==> config.mk <==
export PLATFORM = sky130hd
export DESIGN_NAME = uart_rx_core
export DESIGN_NICKNAME = d
export VERILOG_FILES = /design/src/rtl/uart_pkg.sv /design/src/rtl/uart_rx_sync.sv /design/src/rtl/uart_rx_core.sv
export SDC_FILE = /design/constraint.sdc
export NUM_CORES = 1
export LEC_CHECK = 0
export ABC_AREA = 1
export CAP_MARGIN = 10
export CORE_MARGIN = 5
export CORE_UTILIZATION = 30
export DETAILED_ROUTE_END_ITERATION = 10
export HOLD_SLACK_MARGIN = 0.1
export PLACE_DENSITY_LB_ADDON = 0.2
export SLEW_MARGIN = 10
export SYNTH_ARGS = -nofsm -noshare
export SYNTH_HDL_FRONTEND = slang
export SYNTH_SLANG_ARGS = --single-unit
==> constraint.sdc <==
create_clock -name clc -period 2.22 [get_ports clc]
set_clock_uncertainty 0.05 [all_clocks]
set_input_delay 0.444 -clock clc [delete_from_list [all_inputs] [get_ports clc]]
set_output_delay 0.444 -clock clc [all_outputs]
set_load 0.02 [all_outputs]
==> src/rtl/uart_pkg.sv <==
// Shared types and helpers for the UART receive path.
package uart_pkg;

   typedef enum logic [1:0] {
      PAR_NONE = 2'd0,
      PAR_ODD  = 2'd1,
      PAR_EVEN = 2'd2
   } parity_t;

   typedef enum logic [2:0] {
      ST_IDLE   = 3'd0,
      ST_START  = 3'd1,
      ST_DATA   = 3'd2,
      ST_PARITY = 3'd3,
      ST_STOP   = 3'd4
   } rx_state_t;

   function automatic int cnt_width(input int clks);
      return $clog2(clks);
   endfunction

   // data_xor is the XOR of all data bits; returns 1 when the parity bit disagrees
   function automatic logic parity_bad(input logic data_xor, input logic pbit, input parity_t mode);
      logic bad;
      case (mode)
         PAR_ODD:  bad = ((data_xor ^ pbit) != 1'b1);
         PAR_EVEN: bad = ((data_xor ^ pbit) != 1'b0);
         default:  bad = 1'b0;
      endcase
      return bad;
   endfunction

endpackage

==> src/rtl/uart_rx_sync.sv <==
// Two-flop synchroniser plus falling-edge detector for an idle-high serial line.
module uart_rx_sync (
   input  logic clc,
   input  logic res,
   input  logic rx,
   output logic rx_sync,
   output logic fall
);

   logic meta;
   logic sync;
   logic prev;

   // All stages reset high so the idle line never looks like a start edge.
   always_ff @(posedge clc or posedge res) begin
      if (res) begin
         meta <= 1'b1;
         sync <= 1'b1;
         prev <= 1'b1;
      end else begin
         meta <= rx;
         sync <= meta;
         prev <= sync;
      end
   end

   assign rx_sync = sync;
   assign fall    = prev & ~sync;

endmodule

==> src/rtl/uart_rx_core.sv <==
// UART receiver: mid-bit sampling FSM feeding a one-entry ready/valid holding register.
module uart_rx_core
   import uart_pkg::*;
#(
   parameter int CLKS_PER_BIT = 434,
   parameter int DATA_BITS    = 8,
   parameter int PARITY       = 0,
   parameter int STOP_BITS    = 1
) (
   input  logic                 clc,
   input  logic                 res,
   input  logic                 rx,
   output logic [DATA_BITS-1:0] rx_data,
   output logic                 rx_valid,
   input  logic                 rx_ready,
   output logic                 parity_err,
   output logic                 frame_err,
   output logic                 overrun,
   input  logic                 clr_err,
   output logic                 busy
);

   localparam int            CW        = cnt_width(CLKS_PER_BIT);
   localparam logic [CW-1:0] HALF_LOAD = CW'(CLKS_PER_BIT / 2 - 1);
   localparam logic [CW-1:0] BIT_LOAD  = CW'(CLKS_PER_BIT - 1);
   localparam logic [CW-1:0] CNT_ONE   = CW'(1);
   localparam logic [CW-1:0] CNT_ZERO  = CW'(0);
   localparam logic [3:0]    LAST_DATA = 4'(DATA_BITS - 1);
   localparam logic [3:0]    LAST_STOP = 4'(STOP_BITS - 1);
   localparam parity_t       PMODE     = parity_t'(2'(PARITY));

   logic rx_s;
   logic fall;

   rx_state_t            state, state_nx;
   logic [CW-1:0]        cnt, cnt_nx;
   logic [3:0]           idx, idx_nx;
   logic [DATA_BITS-1:0] shreg, shreg_nx;
   logic                 par_bad, par_bad_nx;
   logic                 stop_bad, stop_bad_nx;
   logic                 done, done_nx;
   logic                 expire;

   uart_rx_sync u_sync (
      .clc     (clc),
      .res     (res),
      .rx      (rx),
      .rx_sync (rx_s),
      .fall    (fall)
   );

   // Counters run down to zero; loading N-1 places the sample N cycles later.
   assign expire = (cnt == CNT_ZERO);

   // FSM state, bit timing, shifter and per-frame status registers.
   always_ff @(posedge clc or posedge res) begin
      if (res) begin
         state    <= ST_IDLE;
         cnt      <= HALF_LOAD;
         idx      <= 4'd0;
         shreg    <= '0;
         par_bad  <= 1'b0;
         stop_bad <= 1'b0;
         done     <= 1'b0;
         busy     <= 1'b0;
      end else begin
         state    <= state_nx;
         cnt      <= cnt_nx;
         idx      <= idx_nx;
         shreg    <= shreg_nx;
         par_bad  <= par_bad_nx;
         stop_bad <= stop_bad_nx;
         done     <= done_nx;
         busy     <= (state_nx != ST_IDLE);
      end
   end

   // Next-state logic; each expiry is one centred sample of the line.
   always_comb begin
      state_nx    = state;
      idx_nx      = idx;
      shreg_nx    = shreg;
      par_bad_nx  = par_bad;
      stop_bad_nx = stop_bad;
      done_nx     = 1'b0;
      if (expire) begin
         cnt_nx = BIT_LOAD;
      end else begin
         cnt_nx = cnt - CNT_ONE;
      end
      case (state)
         ST_IDLE: begin
            cnt_nx = HALF_LOAD;
            if (fall) begin
               state_nx = ST_START;
            end else begin
               state_nx = ST_IDLE;
            end
         end
         ST_START: begin
            if (!expire) begin
               state_nx = ST_START;
            end else if (rx_s) begin
               state_nx = ST_IDLE;
            end else begin
               state_nx    = ST_DATA;
               idx_nx      = 4'd0;
               par_bad_nx  = 1'b0;
               stop_bad_nx = 1'b0;
            end
         end
         ST_DATA: begin
            if (expire) begin
               shreg_nx = {rx_s, shreg[DATA_BITS-1:1]};
               if (idx == LAST_DATA) begin
                  idx_nx   = 4'd0;
                  state_nx = (PMODE == PAR_NONE) ? ST_STOP : ST_PARITY;
               end else begin
                  idx_nx = idx + 4'd1;
               end
            end else begin
               state_nx = ST_DATA;
            end
         end
         ST_PARITY: begin
            if (expire) begin
               par_bad_nx = parity_bad(^shreg, rx_s, PMODE);
               idx_nx     = 4'd0;
               state_nx   = ST_STOP;
            end else begin
               state_nx = ST_PARITY;
            end
         end
         ST_STOP: begin
            if (expire) begin
               stop_bad_nx = stop_bad | ~rx_s;
               if (idx == LAST_STOP) begin
                  idx_nx   = 4'd0;
                  done_nx  = 1'b1;
                  state_nx = ST_IDLE;
               end else begin
                  idx_nx = idx + 4'd1;
               end
            end else begin
               state_nx = ST_STOP;
            end
         end
         default: begin
            state_nx = ST_IDLE;
         end
      endcase
   end

   // Holding register: a completion may reload it in the same cycle it is accepted.
   always_ff @(posedge clc or posedge res) begin
      if (res) begin
         rx_data    <= '0;
         rx_valid   <= 1'b0;
         parity_err <= 1'b0;
         frame_err  <= 1'b0;
         overrun    <= 1'b0;
      end else begin
         if (done && (!rx_valid || rx_ready)) begin
            rx_data    <= shreg;
            parity_err <= par_bad;
            frame_err  <= stop_bad;
            rx_valid   <= 1'b1;
         end else if (rx_valid && rx_ready) begin
            rx_valid <= 1'b0;
         end
         if (done && rx_valid && !rx_ready) begin
            overrun <= 1'b1;
         end else if (clr_err) begin
            overrun <= 1'b0;
         end
      end
   end

endmodule

==> insert_results.sql, run 1 <==
INSERT INTO impl_metrics (metric_group, metric, value, unit) VALUES
('global_route', 'vias_in_the_first_global_route', '1312', ''),
('finish', 'num_antenna_cells', '0', ''),
('floorplanning', 'design.core.area', '0.00599', 'sq mm'),
('power', 'switchingPower', '502', 'uW'),
('critical_path', 'cpLargestDelayFamily', 'buffers and inverters', ''),
('drt', 'route.detailed.wl_per_inst', '11.0', 'um'),
('timing', 'rsz0062_at_grt', 'false', ''),
('run', 'cap_violations', '0', ''),
('floorplanning', 'initial_utilization', '31.3', '%'),
('critical_path', 'critical_path.reg2reg.startpoint', 'cnt[0]', ''),
('clocking', 'clk_transition_reported_paths', '0.09', 'ns'),
('drt', 'drtIter0Drc', '55', ''),
('critical_path', 'required_time_reported_for_the_critical_path_endpoint', '1.73', 'ns'),
('drt', 'wl', '3460', 'um'),
('critical_path', 'rrSetupSlack', '0.62', 'ns'),
('critical_path', 'worst-endpoint-arrival', '1.28', 'ns'),
('finish', 'final_util', '36.9', '%'),
('finish', 'area.growth.synth_to_final', '17.7', '%'),
('power', 'power.share.switching', '30.0', '%'),
('drt', 'routed-via-count', '1365', ''),
('power', 'p_leak', '1.04', 'nW'),
('timing', 'finalMaxSlewViolations', '0', ''),
('min_path', 'hold-path-cell-count', '0', ''),
('clocking', 'ctsResizeCount', '0', ''),
('timing', 'final.period_utilization', '79.8', '%'),
('global_route', 'grt-ovfl-total', '0', ''),
('synth', 'ys_warn_count', '0', ''),
('critical_path', 'worst-path-stages', '1', ''),
('finish', 'final_cells', '315', ''),
('clocking', 'htreeDepth', '2', ''),
('critical_path', 'kind_of_launch_point_of_the_worst_setup_path', 'register', ''),
('global_route', 'grt.total_usage', '10.1', '%'),
('critical_path', 'worstPathMaxFanout', '2', ''),
('timing', 'hold_viol', '0', ''),
('critical_path', 'critPathBufInv', '1', ''),
('finish', 'layout-drive-gt1-share', '12.9', '%'),
('floorplanning', 'fp_rows', '28', ''),
('synth', 'ys_seq_elements', '41', ''),
('finish', 'finish.instance_area', '0.00221', 'sq mm'),
('synth', 'synth_cell_types', '27', ''),
('critical_path', 'rr_endpoint', 'shreg[1]', ''),
('timing', 'finalSetupViolations', '0', ''),
('timing', 'finalWorstPathRequiredPeriod', '1.77', 'ns'),
('floorplanning', 'die_area', '0.00794', 'sq mm'),
('synth', 'number_of_instances_in_the_synthesized_netlist', '217', ''),
('synth', 'seq_area_frac_synth', '55.1', '%'),
('synth', 'synthesis.area', '0.00188', 'sq mm'),
('clocking', 'clockBufferDepth', '2', ''),
('drt', 'ant_nets', '0', ''),
('power', 'combPwrFrac', '16.7', '%'),
('clocking', 'clkLatencyLatePin', '0.29', 'ns'),
('critical_path', 'setup.worst_path.end_class', 'primary output', ''),
('critical_path', 'reg2reg_depth', '8', ''),
('drt', 'drt_pass1_iterations', '4', ''),
('outcome', 'run_status', 'finished clean', ''),
('drt', 'drc', '0', ''),
('placement', 'hpwl', '2510', 'um'),
('clocking', 'cts_tree', 'yes', ''),
('finish', 'seqCellArea', '0.00103', 'sq mm'),
('placement', 'place_congestion', '0.891', ''),
('global_route', 'grt_max_degree', '42', ''),
('placement', 'post_dp_cell_area', '0.00212', 'sq mm'),
('critical_path', 'timing.critical_path.from', 'frame_err', ''),
('synth', 'avg_cell_area_syn', '8.65', 'sq um'),
('drt', 'post_drt_via_cell_ratio', '4.33', ''),
('global_route', 'antenna_violations_before_repair', '0', ''),
('finish', 'area_of_combinational_cells_with_multiple_inputs', '678', 'sq um'),
('critical_path', 'cpPeakStageDelay', '0.62', 'ns'),
('finish', 'nFillCells', '600', ''),
('global_route', 'grt_pass1_wl', '6260', 'um'),
('clocking', 'post_cts_hold_buffer_count', '0', '');
[power groups by stage]
stage	Combinational [mW]	Clock, mW	Sequential, mW
floorplan	0.215	0	0.905
global placement	0.276	0	0.914
detailed placement	0.280	0	0.916
CTS	0.282	0.522	0.901
global route	0.328	0.552	0.914
finish	0.279	0.494	0.900
[layout make-up]
class	instances	area share, %
Timing Repair Buffer	19	8.26
Inverter	35	5.94
Sequential cell	41	46.8
Clock buffer	5	3.11
Tap cell	75	4.24
Multi-Input combinational cell	137	30.7
Clock inverter	3	0.962
[worst min-delay path by stage]
stage | from | to
3_3_place_gp | u_sync.meta | u_sync.rx_sync
6_report | u_sync.meta | u_sync.rx_sync
4_1_cts | u_sync.meta | u_sync.rx_sync
5_1_grt | u_sync.meta | u_sync.rx_sync
2_1_floorplan | u_sync.meta | u_sync.rx_sync
3_5_place_dp | u_sync.meta | u_sync.rx_sync
[kinds of logic (layout without fill, tap and decap cells)]
kind of cell	after synthesis	in the layout	share of synthesized area, %
AND/OR/NAND/NOR	98	98	23.1
flip-flops	41	41	55.1
buffers and inverters	39	62	8.79
AO/OA/AOI/OAI	30	30	8.33
XOR/XNOR	4	4	1.87
adder cells (fa/ha/maj)	3	3	2.00
other	1	1	0.200
multiplexers	1	1	0.600
[flip-flops by register name (all words and copies together) (netlist names)]
signal and cells:
frame_err 1, u_sync.meta 1, overrun 1, u_sync.prev 1
rx_data 8, idx 4, shreg 8, busy 1
cnt 9, rx_valid 1, done 1, stop_bad 1
u_sync.rx_sync 1, state 3
[Yosys cell counts]
library cell	count	area [sq um]
sky130_fd_sc_hd__o31ai_1	1	7.51
sky130_fd_sc_hd__o21ai_1	3	15.0
sky130_fd_sc_hd__inv_1	32	120
sky130_fd_sc_hd__ha_1	3	37.5
sky130_fd_sc_hd__dfrtp_1	34	851
sky130_fd_sc_hd__nand3_1	16	80.1
sky130_fd_sc_hd__a21oi_1	4	20.0
sky130_fd_sc_hd__clkbuf_1	1	3.75
sky130_fd_sc_hd__nand2_1	57	214
sky130_fd_sc_hd__nand4_1	1	6.26
sky130_fd_sc_hd__buf_4	1	7.51
sky130_fd_sc_hd__inv_2	3	11.3
sky130_fd_sc_hd__o21ai_0	20	100
sky130_fd_sc_hd__xor2_1	3	26.3
sky130_fd_sc_hd__nor2_1	15	56.3
sky130_fd_sc_hd__dfstp_2	7	184
sky130_fd_sc_hd__o22ai_1	1	6.26
sky130_fd_sc_hd__conb_1	1	3.75
sky130_fd_sc_hd__mux2_2	1	11.3
sky130_fd_sc_hd__nand3_2	3	30.0
sky130_fd_sc_hd__nor2_4	2	22.5
sky130_fd_sc_hd__nor2_2	2	12.5
sky130_fd_sc_hd__nand2_2	1	6.26
sky130_fd_sc_hd__o21bai_1	1	7.51
sky130_fd_sc_hd__or2_2	1	6.26
sky130_fd_sc_hd__buf_6	2	22.5
sky130_fd_sc_hd__xnor2_1	1	8.76
[metal layers]
metal / share of wire (%) / wire length, um / GRT usage [%] / up-vias
met5: 0 / 0 / 0 / -
met4: 1.1 / 38 / 4.06 / 0
met3: 3.4 / 117 / 2.86 / 4
met2: 44 / 1530 / 14.8 / 17
met1: 51 / 1780 / 14.1 / 631
li1: - / - / - / 713
[worst reg2reg max path: stages (launching register included)]
cell and delay [ns]:
sky130_fd_sc_hd__dfrtp_1 0.38, sky130_fd_sc_hd__inv_1 0.07, sky130_fd_sc_hd__ha_1 0.18, sky130_fd_sc_hd__nand2_1 0.08
sky130_fd_sc_hd__nor2_1 0.11, sky130_fd_sc_hd__nand3_2 0.17, sky130_fd_sc_hd__nor2_4 0.29, sky130_fd_sc_hd__nand2_1 0.11
sky130_fd_sc_hd__o21ai_0 0.08
[per-stage QoR]
stage | power, mW | worst slack (ns)
2_1_floorplan | 1.12 | 0.778
3_3_place_gp | 1.19 | 0.612
3_5_place_dp | 1.20 | 0.602
4_1_cts | 1.70 | 0.410
5_1_grt | 1.79 | 0.393
6_report | 1.67 | 0.448
Power figures use the tool's default switching activity.
==> run 2, diff against run 1 <==
==> constraint.sdc (replaced) <==
create_clock -name clc -period 1.6 [get_ports clc]
set_clock_uncertainty 0.05 [all_clocks]
set_input_delay 0.32 -clock clc [delete_from_list [all_inputs] [get_ports clc]]
set_output_delay 0.32 -clock clc [all_outputs]
set_load 0.02 [all_outputs]
==> run 2 against run 1 <==
Effect of this change: die area is the same; highest routed layer unchanged; first-iteration DRC count grew 1.8%; routed wire length grew 3.1%; sequential share of layout area shrank 2.9 points; power grew 56%; sequential cell count is the same; global-route usage grew 0.13 points; critical path depth grew 7; critical path type is now register to register; cell area grew 6.6%.
==> insert_results.sql, run 2 (synthesized netlist as in run 1, its figures left out) <==
INSERT INTO impl_metrics (metric_group, metric, value, unit) VALUES
('critical_path', 'worstPathMaxFanout', '8', ''),
('clocking', 'clockBufferDepth', '2', ''),
('finish', 'num_antenna_cells', '0', ''),
('timing', 'final.period_utilization', '94.5', '%'),
('drt', 'routed-via-count', '1367', ''),
('finish', 'finish.instance_area', '0.00236', 'sq mm'),
('min_path', 'hold_removal_path_class', 'register to register', ''),
('clocking', 'cts.sinks', '41', ''),
('global_route', 'grt-ovfl-total', '0', ''),
('critical_path', 'reg2reg_depth', '8', ''),
('clocking', 'clock_tree.root_cell', 'sky130_fd_sc_hd__clkbuf_8', ''),
('drt', 'drt_pass1_iterations', '4', ''),
('clocking', 'htreeDepth', '2', ''),
('finish', 'final_layout_net_count', '252', ''),
('min_path', 'hold-path-endpoint', 'u_sync.rx_sync', ''),
('placement', 'place.port_buffers', '16', ''),
('timing', 'hold_viol', '0', ''),
('drt', 'post_drt_via_cell_ratio', '4.27', ''),
('clocking', 'cts_inserted_buffers', '5', ''),
('min_path', 'hold-path-cell-count', '0', ''),
('global_route', 'grt_pass1_wl', '6270', 'um'),
('finish', 'most-common-layout-cells', 'sky130_fd_sc_hd__nand2_1, sky130_fd_sc_hd__dfrtp_1, sky130_fd_sc_hd__inv_1', ''),
('finish', 'leading_cell_type_in_the_layout_fill_and_taps_excluded', 'sky130_fd_sc_hd__nand2_1', ''),
('outcome', 'run_status', 'finished clean', ''),
('floorplanning', 'fp_rows', '28', ''),
('finish', 'regMostFlops', 'cnt', ''),
('timing', 'setup_total_negative_slack', '0', 'ns'),
('global_route', 'grt_max_degree', '42', ''),
('finish', 'largest_register_ffs', '9', ''),
('critical_path', 'setup.worst_path.end_class', 'register', ''),
('critical_path', 'kind_of_launch_point_of_the_worst_setup_path', 'register', ''),
('clocking', 'cts_tree', 'yes', ''),
('power', 'ir_worst_vdd', '0.564', 'mV'),
('min_path', 'hold_path_startpoint', 'u_sync.meta', ''),
('floorplanning', 'die_area', '0.00794', 'sq mm'),
('timing', 'timing.final.ws_setup', '0.0872', 'ns'),
('floorplanning', 'design.core.area', '0.00599', 'sq mm'),
('drt', 'ant_nets', '0', ''),
('critical_path', 'required_time_reported_for_the_critical_path_endpoint', '1.73', 'ns'),
('drt', 'drtIter0Drc', '56', ''),
('global_route', 'antenna_violations_before_repair', '0', ''),
('floorplanning', 'die-height', '89.1', 'um'),
('floorplanning', 'number_of_top_level_pins', '18', ''),
('timing', 'hold_ws', '0.307', 'ns'),
('floorplanning', 'initial_utilization', '31.3', '%'),
('drt', 'route.detailed.wl_per_inst', '11.2', 'um'),
('finish', 'area.growth.synth_to_final', '25.5', '%'),
('critical_path', 'rrSetupSlack', '0.09', 'ns'),
('global_route', 'grt.total_usage', '10.3', '%'),
('finish', 'largest_registers', 'cnt x9, rx_data x8, shreg x8', ''),
('finish', 'layout-drive-gt1-share', '18.4', '%'),
('power', 'p_leak', '1.14', 'nW'),
('drt', 'drc', '0', ''),
('critical_path', 'critical_path.reg2reg.startpoint', 'cnt[0]', ''),
('timing', 'finalSetupViolations', '0', ''),
('timing', 'finalWorstPathRequiredPeriod', '1.51', 'ns'),
('drt', 'wl', '3570', 'um'),
('critical_path', 'criticalPathCategory', 'register to register', ''),
('clocking', 'clk_transition_reported_paths', '0.08', 'ns'),
('timing', 'finalMaxSlewViolations', '0', ''),
('placement', 'place_congestion', '0.814', ''),
('run', 'cap_violations', '0', ''),
('timing', 'max_freq', '661', 'MHz'),
('power', 'report.power.total', '2.60', 'mW'),
('finish', 'nFillCells', '595', ''),
('clocking', 'clkLatencyLatePin', '0.29', 'ns'),
('critical_path', 'worst-endpoint-arrival', '1.64', 'ns'),
('floorplanning', 'die_w', '89.1', 'um'),
('placement', 'hpwl', '2530', 'um'),
('placement', 'post_dp_cell_area', '0.00214', 'sq mm'),
('critical_path', 'rr_endpoint', 'shreg[1]', ''),
('power', 'p_per_area', '1100', 'mW/mm^2'),
('global_route', 'vias_in_the_first_global_route', '1306', ''),
('placement', 'post-place-ws', '-0.0366', 'ns');
[run 2: cell count changes in the layout (fill, tap and decap cells not counted), sizes merged]
cell,previous run,this run
clkinv,1,0
clkdlybuf4s50,16,4
buf,3,7
dlygate4sd2,0,12
clkinvlp,1,0
clkbuf,5,8
inv,36,35
bufinv,0,1
[run 2: report_power, final]
| group | switching (mW) | internal (mW) | total [mW] |
|---|---|---|---|
| Combinational | 0.276 | 0.207 | 0.483 |
| Clock | 0.351 | 0.509 | 0.859 |
| Sequential | 0.0942 | 1.17 | 1.26 |
[run 2: through the flow]
step	std cells	utilization [%]
2_1_floorplan	217	-
3_3_place_gp	308	35.7
3_5_place_dp	308	35.7
4_1_cts	317	37.8
5_1_grt	320	39.3
6_report	320	39.3
[run 2: timing repair]
item,in CTS,in global routing
hold buffers,0,0
buffers inserted,1,2
setup endpoints to repair,21,18
pin swaps,2,4
gates cloned,0,1
endpoints found under the hold margin,0,0
gates resized for setup,12,16
[run 2: final cells by class]
cell class | instances | area (sq um) | area share [%]
clock inverters | 1 | 30.0 | 1.27
clock buffers | 7 | 86.3 | 3.66
flip-flops and latches | 41 | 1030 | 43.9
repair buffers | 24 | 248 | 10.5
inverters | 35 | 131 | 5.57
multi-input cells | 137 | 733 | 31.1
well taps | 75 | 93.8 | 3.98
[run 2: worst max-delay path, stage by stage (launching register included)]
cell	delay [ns]
sky130_fd_sc_hd__dfrtp_1	0.39
sky130_fd_sc_hd__inv_2	0.08
sky130_fd_sc_hd__ha_4	0.14
sky130_fd_sc_hd__nand2_2	0.07
sky130_fd_sc_hd__nor2_4	0.12
sky130_fd_sc_hd__nand3_4	0.13
sky130_fd_sc_hd__nor2_4	0.16
sky130_fd_sc_hd__clkbuf_16	0.17
sky130_fd_sc_hd__o21ai_0	0.07
[run 2: worst max-delay path by stage]
stage | end | startpoint | cells past startpoint | slack, ns
floorplan | busy | cnt[0] | 10 | 0.16
global placement | shreg[2] | cnt[0] | 7 | -0.007
detailed placement | shreg[2] | cnt[0] | 7 | -0.04
CTS | idx[0] | cnt[0] | 9 | 0.001
global route | shreg[6] | cnt[1] | 9 | -0.01
finish | shreg[1] | cnt[0] | 8 | 0.09
[run 2: metal layers]
metal | track usage (%) | up-vias | share of wire (%) | wire length [um]
met4 | 5.28 | 0 | 2.0 | 73
met1 | 14.6 | 618 | 52 | 1860
met3 | 2.76 | 5 | 3.5 | 126
li1 | - | 730 | - | -
met5 | 0 | - | 0 | 0
met2 | 14.2 | 14 | 42 | 1510
==> run 3, diff against run 2 <==
--- a/config.mk
+++ b/config.mk
@@ -12,6 +12,7 @@
 export DETAILED_ROUTE_END_ITERATION = 10
 export HOLD_SLACK_MARGIN = 0.1
 export PLACE_DENSITY_LB_ADDON = 0.2
+export REMOVE_ABC_BUFFERS = 1
 export SLEW_MARGIN = 10
 export SYNTH_ARGS = -nofsm -noshare
 export SYNTH_HDL_FRONTEND = slang
==> run 3 against run 2 <==
Effect of this change: die area stayed put; core utilization is 0.42 points lower; sequential cell count stayed put; combinational power is 0.8% lower; first-iteration DRC count is 11% higher; register-to-register slack hardly changed; sequential power hardly changed; critical path depth is 1 higher; global-route usage is 0.058 points lower; via count is 0.73% higher; maximum frequency is 0.48% lower; clock-buffer cell count is 2 lower; critical path type unchanged; largest power group unchanged; highest routed layer unchanged.
==> insert_results.sql, run 3 (synthesized netlist as in run 1, its figures left out) <==
INSERT INTO impl_metrics (metric_group, metric, value, unit) VALUES
('finish', 'largest_register_ffs', '9', ''),
('clocking', 'clock_tree.root_cell', 'sky130_fd_sc_hd__clkbuf_8', ''),
('clocking', 'clockBufferDepth', '2', ''),
('min_path', 'hold_path_startpoint', 'u_sync.meta', ''),
('finish', 'final_layout_net_count', '252', ''),
('drt', 'drtIter0Drc', '62', ''),
('clocking', 'cts_inserted_buffers', '5', ''),
('floorplanning', 'die_w', '89.1', 'um'),
('global_route', 'grt-ovfl-total', '0', ''),
('critical_path', 'worstPathMaxFanout', '8', ''),
('placement', 'hpwl', '2540', 'um'),
('critical_path', 'required_time_reported_for_the_critical_path_endpoint', '1.77', 'ns'),
('floorplanning', 'number_of_top_level_pins', '18', ''),
('floorplanning', 'die_area', '0.00794', 'sq mm'),
('finish', 'leading_cell_type_in_the_layout_fill_and_taps_excluded', 'sky130_fd_sc_hd__nand2_1', ''),
('critical_path', 'timing.critical_path.from', 'cnt[0]', ''),
('clocking', 'cts.sinks', '41', ''),
('placement', 'post_dp_cell_area', '0.00215', 'sq mm'),
('timing', 'finalWorstPathRequiredPeriod', '1.52', 'ns'),
('global_route', 'grt_max_degree', '42', ''),
('critical_path', 'worst-endpoint-arrival', '1.69', 'ns'),
('finish', 'num_antenna_cells', '0', ''),
('timing', 'max_freq', '658', 'MHz'),
('critical_path', 'criticalPathCategory', 'register to register', ''),
('drt', 'wl', '3740', 'um'),
('drt', 'ant_nets', '0', ''),
('clocking', 'htreeDepth', '2', ''),
('finish', 'most-common-layout-cells', 'sky130_fd_sc_hd__nand2_1, sky130_fd_sc_hd__dfrtp_1, sky130_fd_sc_hd__inv_1', ''),
('placement', 'place_congestion', '0.784', ''),
('finish', 'finish.instance_area', '0.00233', 'sq mm'),
('power', 'p_per_area', '1050', 'mW/mm^2'),
('drt', 'drc', '0', ''),
('power', 'p_leak', '1.13', 'nW'),
('finish', 'layout-drive-gt1-share', '20.0', '%'),
('timing', 'setup_total_negative_slack', '0', 'ns'),
('min_path', 'hold_removal_path_class', 'register to register', ''),
('timing', 'hold_ws', '0.321', 'ns'),
('drt', 'post_drt_via_cell_ratio', '4.30', ''),
('finish', 'nFillCells', '610', ''),
('global_route', 'grt.total_usage', '10.2', '%'),
('clocking', 'post_cts_hold_buffer_count', '0', ''),
('critical_path', 'kind_of_launch_point_of_the_worst_setup_path', 'register', ''),
('run', 'cap_violations', '0', ''),
('timing', 'hold_viol', '0', ''),
('timing', 'final.period_utilization', '95.0', '%'),
('finish', 'regMostFlops', 'cnt', ''),
('timing', 'finalMaxSlewViolations', '0', ''),
('timing', 'finalSetupViolations', '0', ''),
('global_route', 'grt_pass1_wl', '6250', 'um'),
('outcome', 'run_status', 'finished clean', ''),
('drt', 'routed-via-count', '1377', ''),
('global_route', 'antenna_violations_before_repair', '0', ''),
('clocking', 'cts_tree', 'yes', ''),
('power', 'ir_worst_vdd', '0.470', 'mV'),
('clocking', 'clkLatencyLatePin', '0.30', 'ns'),
('drt', 'route.detailed.wl_per_inst', '11.7', 'um'),
('global_route', 'vias_in_the_first_global_route', '1356', ''),
('floorplanning', 'fp_rows', '28', ''),
('critical_path', 'critical_path.reg2reg.startpoint', 'cnt[0]', ''),
('floorplanning', 'design.core.area', '0.00599', 'sq mm'),
('critical_path', 'setup.worst_path.end_class', 'register', ''),
('finish', 'largest_registers', 'cnt x9, rx_data x8, shreg x8', ''),
('drt', 'drt_pass1_iterations', '4', ''),
('floorplanning', 'initial_utilization', '31.3', '%'),
('clocking', 'clk_transition_reported_paths', '0.09', 'ns'),
('floorplanning', 'die-height', '89.1', 'um'),
('finish', 'area.growth.synth_to_final', '24.2', '%'),
('placement', 'place.port_buffers', '16', '');
-- run 3: cell types whose count changed in the layout (fill, tap and decap cells not counted), sizes merged --
cell and delta:
bufinv -1, clkbuf -2, clkinv +1, clkinvlp +1, inv +1
-- run 3: critical path: stages (launching register included) --
cell and delay (ns):
sky130_fd_sc_hd__dfrtp_1 0.39, sky130_fd_sc_hd__inv_2 0.08, sky130_fd_sc_hd__ha_4 0.15, sky130_fd_sc_hd__nand2_4 0.05
sky130_fd_sc_hd__nor2_4 0.12, sky130_fd_sc_hd__nand3_4 0.15, sky130_fd_sc_hd__nor2_4 0.18, sky130_fd_sc_hd__clkbuf_16 0.17
sky130_fd_sc_hd__nand2_1 0.04, sky130_fd_sc_hd__o21ai_1 0.06
-- run 3: per-layer routing --
layer	share of wire (%)	track usage, %
met1	51	13.5
met2	45	15.9
met3	2.1	2.49
met4	1.7	4.47
met5	0	0
-- run 3: path summary, 6_finish.rpt --
kind	endpoint	slack, ns	cells past startpoint
setup / recovery	shreg[1]	0.08	9
hold / removal	u_sync.rx_sync	0.32	0
setup reg to reg	shreg[1]	0.08	9
hold reg to reg	u_sync.rx_sync	0.32	0
max in group asynchronous	u_sync.rx_sync	0.90	3
min in group asynchronous	rx_data[3]	0.33	3
-- run 3: power breakdown --
| part | internal (mW) | switching, mW |
|---|---|---|
| registers | 1.17 | 0.0947 |
| clock network | 0.310 | 0.393 |
| logic | 0.201 | 0.278 |
-- run 3: final cells by class --
cell class,count,area [sq um],share of cell area (%)
clock inverters,3,21.3,0.912
clock buffers,5,68.8,2.95
flip-flops and latches,41,1030,44.4
inverters,35,131,5.63
repair buffers,24,248,10.6
multi-input cells,137,734,31.5
well taps,75,93.8,4.02
-- run 3: through the flow --
| step | power [mW] | instances | util (%) | worst slack, ns |
|---|---|---|---|---|
| after floorplan | 1.55 | 213 | - | 0.108 |
| after global placement | 1.67 | 309 | 35.9 | 0.0132 |
| after detailed placement | 1.68 | 309 | 35.9 | -0.0672 |
| after CTS | 2.39 | 319 | 37.6 | -0.00275 |
| after global routing | 2.61 | 320 | 38.9 | -0.00437 |
| final | 2.44 | 320 | 38.9 | 0.0799 |
-- run 3: repair_timing --
item,in CTS,in global routing
setup endpoints to repair,24,20
gates resized for setup,13,22
buffers inserted,2,0
pin swaps,2,5
cloned,0,1
hold endpoints to repair,0,0
